File: src/rtl/flag_pkg.sv
// Shared definitions for the flag tracker: group indices, ARM-style
// condition encodings and the condition-to-flag-group mapping.
package flag_pkg;

    // Flag groups; a 3-bit mask uses these bit positions.
    localparam int NGRP = 3;
    localparam int G_NZ = 2;
    localparam int G_CV = 1;
    localparam int G_Q  = 0;

    typedef enum logic [3:0] {
        COND_EQ = 4'h0,
        COND_NE = 4'h1,
        COND_CS = 4'h2,
        COND_CC = 4'h3,
        COND_MI = 4'h4,
        COND_PL = 4'h5,
        COND_VS = 4'h6,
        COND_VC = 4'h7,
        COND_HI = 4'h8,
        COND_LS = 4'h9,
        COND_GE = 4'hA,
        COND_LT = 4'hB,
        COND_GT = 4'hC,
        COND_LE = 4'hD,
        COND_AL = 4'hE,
        COND_NV = 4'hF
    } cond_e;

    // Flag groups a condition field needs to read.
    function automatic logic [NGRP-1:0] cond_groups(input logic [3:0] cond);
        logic [NGRP-1:0] m;
        m = '0;
        case (cond)
            COND_EQ, COND_NE, COND_MI, COND_PL:
                m[G_NZ] = 1'b1;
            COND_CS, COND_CC, COND_VS, COND_VC:
                m[G_CV] = 1'b1;
            COND_HI, COND_LS, COND_GE,
            COND_LT, COND_GT, COND_LE: begin
                m[G_NZ] = 1'b1;
                m[G_CV] = 1'b1;
            end
            default: m = '0;
        endcase
        return m;
    endfunction

    // Expand a group mask onto the 5 flag bits {N,Z,C,V,Q}.
    function automatic logic [4:0] grp_bits(input logic [NGRP-1:0] m);
        return {m[G_NZ], m[G_NZ], m[G_CV], m[G_CV], m[G_Q]};
    endfunction

endpackage

File: src/rtl/flag_mask_fifo.sv
// Circular FIFO of group write masks for outstanding long-latency ops.
// Ports: clk, reset, i_push/i_mask, i_pop, o_head, o_full, o_empty.
// Push and pop are expected to be pre-qualified by the caller.
module flag_mask_fifo
    import flag_pkg::*;
#(
    parameter int DEPTH = 4
) (
    input  logic            clk,
    input  logic            reset,
    input  logic            i_push,
    input  logic [NGRP-1:0] i_mask,
    input  logic            i_pop,
    output logic [NGRP-1:0] o_head,
    output logic            o_full,
    output logic            o_empty
);

    localparam int PW = $clog2(DEPTH);
    localparam int CW = $clog2(DEPTH + 1);

    logic [NGRP-1:0] r_mem [DEPTH];
    logic [PW-1:0]   r_wr;
    logic [PW-1:0]   r_rd;
    logic [CW-1:0]   r_cnt;

    always_ff @(posedge clk) begin
        if (i_push) begin
            r_mem[r_wr] <= i_mask;
        end
    end

    // Pointers wrap naturally since DEPTH is a power of two.
    always_ff @(posedge clk) begin
        if (reset) begin
            r_wr  <= '0;
            r_rd  <= '0;
            r_cnt <= '0;
        end else begin
            if (i_push) begin
                r_wr <= r_wr + PW'(1);
            end
            if (i_pop) begin
                r_rd <= r_rd + PW'(1);
            end
            case ({i_push, i_pop})
                2'b10:   r_cnt <= r_cnt + CW'(1);
                2'b01:   r_cnt <= r_cnt - CW'(1);
                default: r_cnt <= r_cnt;
            endcase
        end
    end

    assign o_head  = r_mem[r_rd];
    assign o_full  = (r_cnt == CW'(DEPTH));
    assign o_empty = (r_cnt == '0);

endmodule

File: src/rtl/flag_tracker.sv
// Architectural flag register with per-group scoreboard for in-order
// long-latency writers; raises Stall on RAW/WAW hazards at decode.
// Ports: clk/reset; Ex* execute update; Mul* issue/retire of long ops;
// CondValidD/CondD/FlagsWriteD decode query; Flags, Stall, MulFull,
// ProtoErr outputs. Macro FLAG_FWD_EN: Stall sees this cycle's MulDone
// release (zero-bubble); undefined -> Stall uses registered counters.
module flag_tracker
    import flag_pkg::*;
#(
    parameter int DEPTH = 4
) (
    input  logic            clk,
    input  logic            reset,
    input  logic            ExValid,
    input  logic [NGRP-1:0] ExFlagsWrite,
    input  logic            ExCondEx,
    input  logic [4:0]      ExALUFlags,
    input  logic            MulIssue,
    input  logic [NGRP-1:0] MulFlagsWrite,
    input  logic            MulDone,
    input  logic            MulCondEx,
    input  logic [4:0]      MulFlags,
    input  logic            CondValidD,
    input  logic [3:0]      CondD,
    input  logic [NGRP-1:0] FlagsWriteD,
    output logic [4:0]      Flags,
    output logic            Stall,
    output logic            MulFull,
    output logic            ProtoErr
);

    localparam int CW = $clog2(DEPTH + 1);

    logic [NGRP-1:0] w_head;
    logic            w_full;
    logic            w_empty;
    logic            w_pop_ok;
    logic            w_push_ok;
    logic            w_err;
    logic [NGRP-1:0] w_inc;
    logic [NGRP-1:0] w_dec;
    logic [NGRP-1:0] w_busy;
    logic [4:0]      w_ex_m;
    logic [4:0]      w_mul_m;
    logic [4:0]      w_flags_nxt;

    logic [CW-1:0]   r_pend [NGRP];
    logic [4:0]      r_flags;
    logic            r_perr;

    // A pop frees a slot, so push+pop while full is accepted.
    assign w_pop_ok  = MulDone & ~w_empty;
    assign w_push_ok = MulIssue & (~w_full | w_pop_ok);
    assign w_err     = (MulIssue & ~w_push_ok) | (MulDone & w_empty);

    assign w_inc = {NGRP{w_push_ok}} & MulFlagsWrite;
    assign w_dec = {NGRP{w_pop_ok}} & w_head;

    flag_mask_fifo #(
        .DEPTH(DEPTH)
    ) u_fifo (
        .clk    (clk),
        .reset  (reset),
        .i_push (w_push_ok),
        .i_mask (MulFlagsWrite),
        .i_pop  (w_pop_ok),
        .o_head (w_head),
        .o_full (w_full),
        .o_empty(w_empty)
    );

    // Ex is the younger writer, so it overrides Mul on shared groups.
    assign w_ex_m  = grp_bits({NGRP{ExValid & ExCondEx}} & ExFlagsWrite);
    assign w_mul_m = grp_bits({NGRP{w_pop_ok & MulCondEx}} & w_head);
    assign w_flags_nxt = (r_flags & ~w_ex_m & ~w_mul_m)
                       | (MulFlags & w_mul_m & ~w_ex_m)
                       | (ExALUFlags & w_ex_m);

    always_ff @(posedge clk) begin
        if (reset) begin
            for (int g = 0; g < NGRP; g++) begin
                r_pend[g] <= '0;
            end
            r_flags <= '0;
            r_perr  <= 1'b0;
        end else begin
            for (int g = 0; g < NGRP; g++) begin
                case ({w_inc[g], w_dec[g]})
                    2'b10:   r_pend[g] <= r_pend[g] + CW'(1);
                    2'b01:   r_pend[g] <= r_pend[g] - CW'(1);
                    default: r_pend[g] <= r_pend[g];
                endcase
            end
            r_flags <= w_flags_nxt;
            if (w_err) begin
                r_perr <= 1'b1;
            end
        end
    end

    always_comb begin
        w_busy = '0;
        for (int g = 0; g < NGRP; g++) begin
`ifdef FLAG_FWD_EN
            w_busy[g] = (r_pend[g] != '0) &&
                        !(w_dec[g] && (r_pend[g] == CW'(1)));
`else
            w_busy[g] = (r_pend[g] != '0);
`endif
        end
    end

    assign Stall    = CondValidD &
                      (|((cond_groups(CondD) | FlagsWriteD) & w_busy));
    assign Flags    = r_flags;
    assign MulFull  = w_full;
    assign ProtoErr = r_perr;

endmodule
File: config.mk
export PLATFORM = sky130hd
export DESIGN_NAME = flag_tracker
export DESIGN_NICKNAME = d
export VERILOG_FILES = /design/src/rtl/flag_pkg.sv /design/src/rtl/flag_mask_fifo.sv /design/src/rtl/flag_tracker.sv
export SDC_FILE = /design/constraint.sdc
export NUM_CORES = 1
export LEC_CHECK = 0
export ABC_AREA = 1
export ABC_CLOCK_PERIOD_IN_PS = 2000
export CELL_PAD_IN_SITES_DETAIL_PLACEMENT = 1
export CELL_PAD_IN_SITES_GLOBAL_PLACEMENT = 2
export CORE_UTILIZATION = 29
export CTS_BUF_LIST = sky130_fd_sc_hd__clkbuf_2 sky130_fd_sc_hd__clkbuf_4 sky130_fd_sc_hd__clkbuf_8
export DETAILED_ROUTE_END_ITERATION = 8
export GPL_TIMING_DRIVEN = 0
export PLACE_DENSITY = 0.87
export RECOVER_POWER = 50
export SLEW_MARGIN = 20
export SYNTH_ARGS = -nofsm -noshare
export SYNTH_HDL_FRONTEND = slang
export SYNTH_SLANG_ARGS = --single-unit
export TNS_END_PERCENT = 100
File: constraint.sdc
create_clock -name clk -period 2 [get_ports clk]
set_clock_uncertainty 0.05 [all_clocks]
set_input_delay 0.3 -clock clk [delete_from_list [all_inputs] [get_ports clk]]
set_output_delay 0.3 -clock clk [all_outputs]
set_load 0.02 [all_outputs]
==> run_results.csv <==
group,metric,value,unit
final_layout,finalInstanceArea,2750,um2
synthesis,synth-simple-area-share,0.211,
global_route,gr-total-overflow,0,
sta,slew_headroom,0.616,
sta,rsz0062_at_grt,"true",
final_layout,nFillCells,757,
global_route,grt_max_degree,12,
clock_network,path_clk_slew,70,ps
synthesis,synth_top_family_by_area,"simple AND/OR/NAND/NOR gates",
worst_setup_path,crit_top_cell,"nand2_2",
clock_network,root_buffer,"clkbuf_8",
worst_hold_path,hp-class,"flip-flop to flip-flop",
detailed_routing,finalWirelength,4660,um
sta,setup_ws,-115,ps
sta,setup_viol,2,
worst_hold_path,hold_end,"ProtoErr",
clock_network,cts_buffer_depth,2,
place,placedCellCount,341,
detailed_routing,ant_nets,0,
synthesis,synth_cells,227,
global_route,grt.total_usage,0.135,
worst_setup_path,cp_slowest_cell,"dfxtp_4",
sta,post-route-min-period,2120,ps
worst_setup_path,worstPathRequired,1980,ps
clock_network,cts_made_buffers,5,
final_layout,multiInputGateArea,975,um2
clock_network,cts_hold_buf,0,
worst_setup_path,ff2ff_path_depth,12,
floorplanning,rows,29,
synthesis,synth_area,1980,um2
synthesis,yosys.cell_types.count,29,
floorplanning,dieWidth,84.7,um
detailed_routing,wire_per_inst,13.0,um
status,failed_checks,"negative setup slack",
place,place_congestion,0.757,
worst_setup_path,r2r-start,"u_fifo.r_cnt[0]",
sta,slew_viol_final,0,
synthesis,ys.flop_type,"edfxtp_1",
synthesis,syn_area_per_cell,8.73,um2
worst_setup_path,crit_buf_inv,2,
synthesis,ys_warn_count,0,
detailed_routing,viasPerCell,4.56,
worst_setup_path,cp.arrival,2090,ps
sta,worst_pin_slew,575,ps
sta,min_period_over_period,1.06,
sta,holdWs,435,ps
final_layout,finalNetCount,328,
worst_setup_path,cp_cell_sequence,"nor3_4 -> nand2_2 -> nand2_4 -> inv_4 -> nand2_2 -> ha_4 -> nand2_2 -> fa_2 -> xnor2_2 -> xnor2_1 -> inv_1 -> nor2_1",
worst_hold_path,holdPathStages,2,
clock_network,tritoncts,"done",
synthesis,synth-compound-area-share,0.0814,
synthesis,synthAdderAreaFrac,0.112,
detailed_routing,dr.pass1.iters,6,
floorplanning,io_pins,39,
worst_setup_path,critical_path.top_delay_family,"simple AND/OR/NAND/NOR gates",
synthesis,synthXorXnorAreaFrac,0.0309,
power_and_ir_drop,p_leak,1.18,nW
floorplanning,dieArea,7170,um2
floorplanning,start_util,0.307,
place,portBuffers,37,
worst_setup_path,cp_max_fo,3,
global_route,grt_pass1_wl,7530,um
detailed_routing,drcViolationCount,0,
synthesis,synth_enable_flop_cells,21,
power_and_ir_drop,finalPower,2.87,mW
final_layout,layout-drive-gt1-share,0.213,
synthesis,postSynthRegisterBits,36,
worst_setup_path,critical_path_class,"flip-flop to flip-flop",
sta,hold_viol_final,0,
job,cap_violations,0,
worst_hold_path,hp-start,"ProtoErr",
power_and_ir_drop,irDropWorstVdd,0.572,mV
synthesis,async_reset_ff_frac,0,
final_layout,seq_area,942,um2
synthesis,syn-num-nets,274,
worst_setup_path,setup.worst_path.start_class,"flip-flop",
final_layout,stdcell_count,359,
clock_network,clk_latency,290,ps
sta,fmax,473,MHz
synthesis,muxShareOfSynthArea,0,
global_route,antenna_found_initial,0,
clock_network,clock-sinks,36,
place,place_hpwl,3440,um
floorplanning,dieHeight,84.7,um
worst_setup_path,critPathMaxStageDelay,360,ps
worst_setup_path,end_kind,"flip-flop",
global_route,grt_pass1_vias,1649,
floorplanning,core_area,6460,um2
worst_setup_path,timing.rr.end,"r_pend[0][2]",
final_layout,diodes,0,
detailed_routing,drtIter0Drc,24,
place,dp_slack,-530,ps
final_layout,area.growth.synth_to_final,38.9,%
power_and_ir_drop,p_per_area,1040,nW/um2
detailed_routing,num_vias,1636,
synthesis,seq_area_frac_synth,0.470,
clock_network,htree_levels,2,
place,dpl_cell_area,2480,um2
worst_setup_path,r2r_slack,-120,ps
status,status,"finished, violations left",
[stage by stage]
| step | TNS, ps | utilization |
|---|---|---|
| 5_1_grt | -705 | 0.426 |
| 3_5_place_dp | -5470 | 0.384 |
| 6_report | -229 | 0.426 |
| 4_1_cts | -501 | 0.416 |
| 2_1_floorplan | -562 | - |
| 3_3_place_gp | -4850 | 0.384 |
[metal layers]
layer | share of wire | GRT usage
met1 | 0.44 | 0.159
met2 | 0.52 | 0.242
met3 | 0.030 | 0.0305
met4 | 0.014 | 0.0416
met5 | 0 | 0
[worst register-to-register path, delay by kind of cell (launching register included)]
kind          cells  cell delay (ps)
xor+xnor          2              290
fa+ha+maj         2              490
buf+inv           2              110
flops             1              360
simple gates      6              550
[worst max-delay path by stage]
stage,from,to,slack (ps),cells after the start
after floorplan,u_fifo.r_cnt[2],r_pend[0][2],-190,13
after global placement,MulDone,r_pend[1][2],-480,12
after detailed placement,MulDone,r_pend[0][2],-530,13
after CTS,u_fifo.r_cnt[0],r_pend[0][2],-130,12
after global routing,u_fifo.r_cnt[0],r_pend[0][2],-190,12
final,u_fifo.r_cnt[0],r_pend[0][2],-120,12
[power breakdown]
group	leakage [nW]	total, mW	switching [mW]	internal, mW
clock	0.0586	0.648	0.264	0.384
combinational	0.789	1.15	0.630	0.518
sequential	0.329	1.07	0.106	0.964
total	1.18	2.87	1.00	1.87
[cells in the mapped netlist (2+ instances only)]
| cell | instances | area, um2 |
|---|---|---|
| nand3_2 | 2 | 20.0 |
| nand2_2 | 4 | 25.0 |
| a21oi_1 | 9 | 45.0 |
| fa_1 | 3 | 60.1 |
| nor2_1 | 28 | 105 |
| nand3_1 | 19 | 95.1 |
| inv_2 | 2 | 7.51 |
| ha_1 | 13 | 163 |
| o21ai_1 | 4 | 20.0 |
| nand2_1 | 35 | 131 |
| xnor2_1 | 5 | 43.8 |
| dfxtp_1 | 15 | 300 |
| edfxtp_1 | 21 | 631 |
| inv_1 | 40 | 150 |
| xor2_1 | 2 | 17.5 |
| o21ai_0 | 10 | 50.1 |
| o211ai_1 | 2 | 15.0 |
| or2_1 | 2 | 12.5 |
[state kept, by name (all words and copies together) (netlist names), named ones only]
name,cells
r_pend,9
u_fifo.r_cnt,3
ProtoErr,1
Flags,5
u_fifo.r_rd,2
u_fifo.r_wr,2
u_fifo.r_mem,12
[cell type report]
| type | instances | area share |
|---|---|---|
| plain buffers | 3 | 0.00727 |
| clock buffers | 6 | 0.0277 |
| clock inverters | 2 | 0.0127 |
| inverters | 43 | 0.0614 |
| multi-input cells | 145 | 0.354 |
| flip-flops and latches | 36 | 0.342 |
| well taps | 77 | 0.0350 |
| repair buffers | 47 | 0.160 |
[cells in the final DEF (no fill, tap or decap), types with 4 or more instances in the layout]
cell             Yosys  layout
a21oi_1              9       8
buf_4                0       8
clkbuf_8             0       5
clkdlybuf4s50_1      0      33
dfxtp_1             15      10
edfxtp_1            21      21
ha_1                13      10
inv_1               40      35
inv_2                2       6
nand2_1             35      27
nand2_2              4      10
nand3_1             19      18
nor2_1              28      27
o21ai_0             10       4
o21ai_1              4       9
[kinds of logic after synthesis]
logic type / after synthesis
adder cells (fa/ha/maj): 16
XOR/XNOR: 7
flip-flops: 36
buffers and inverters: 46
AND/OR/NAND/NOR: 93
AO/OA/AOI/OAI: 29
[timing repair]
item                                    in CTS  in global routing
resized for setup                           19                 22
pin swaps                                    9                  7
endpoints found under the setup margin      14                 15
setup buffers                                8                  2
(Power assumes the default switching activity.)
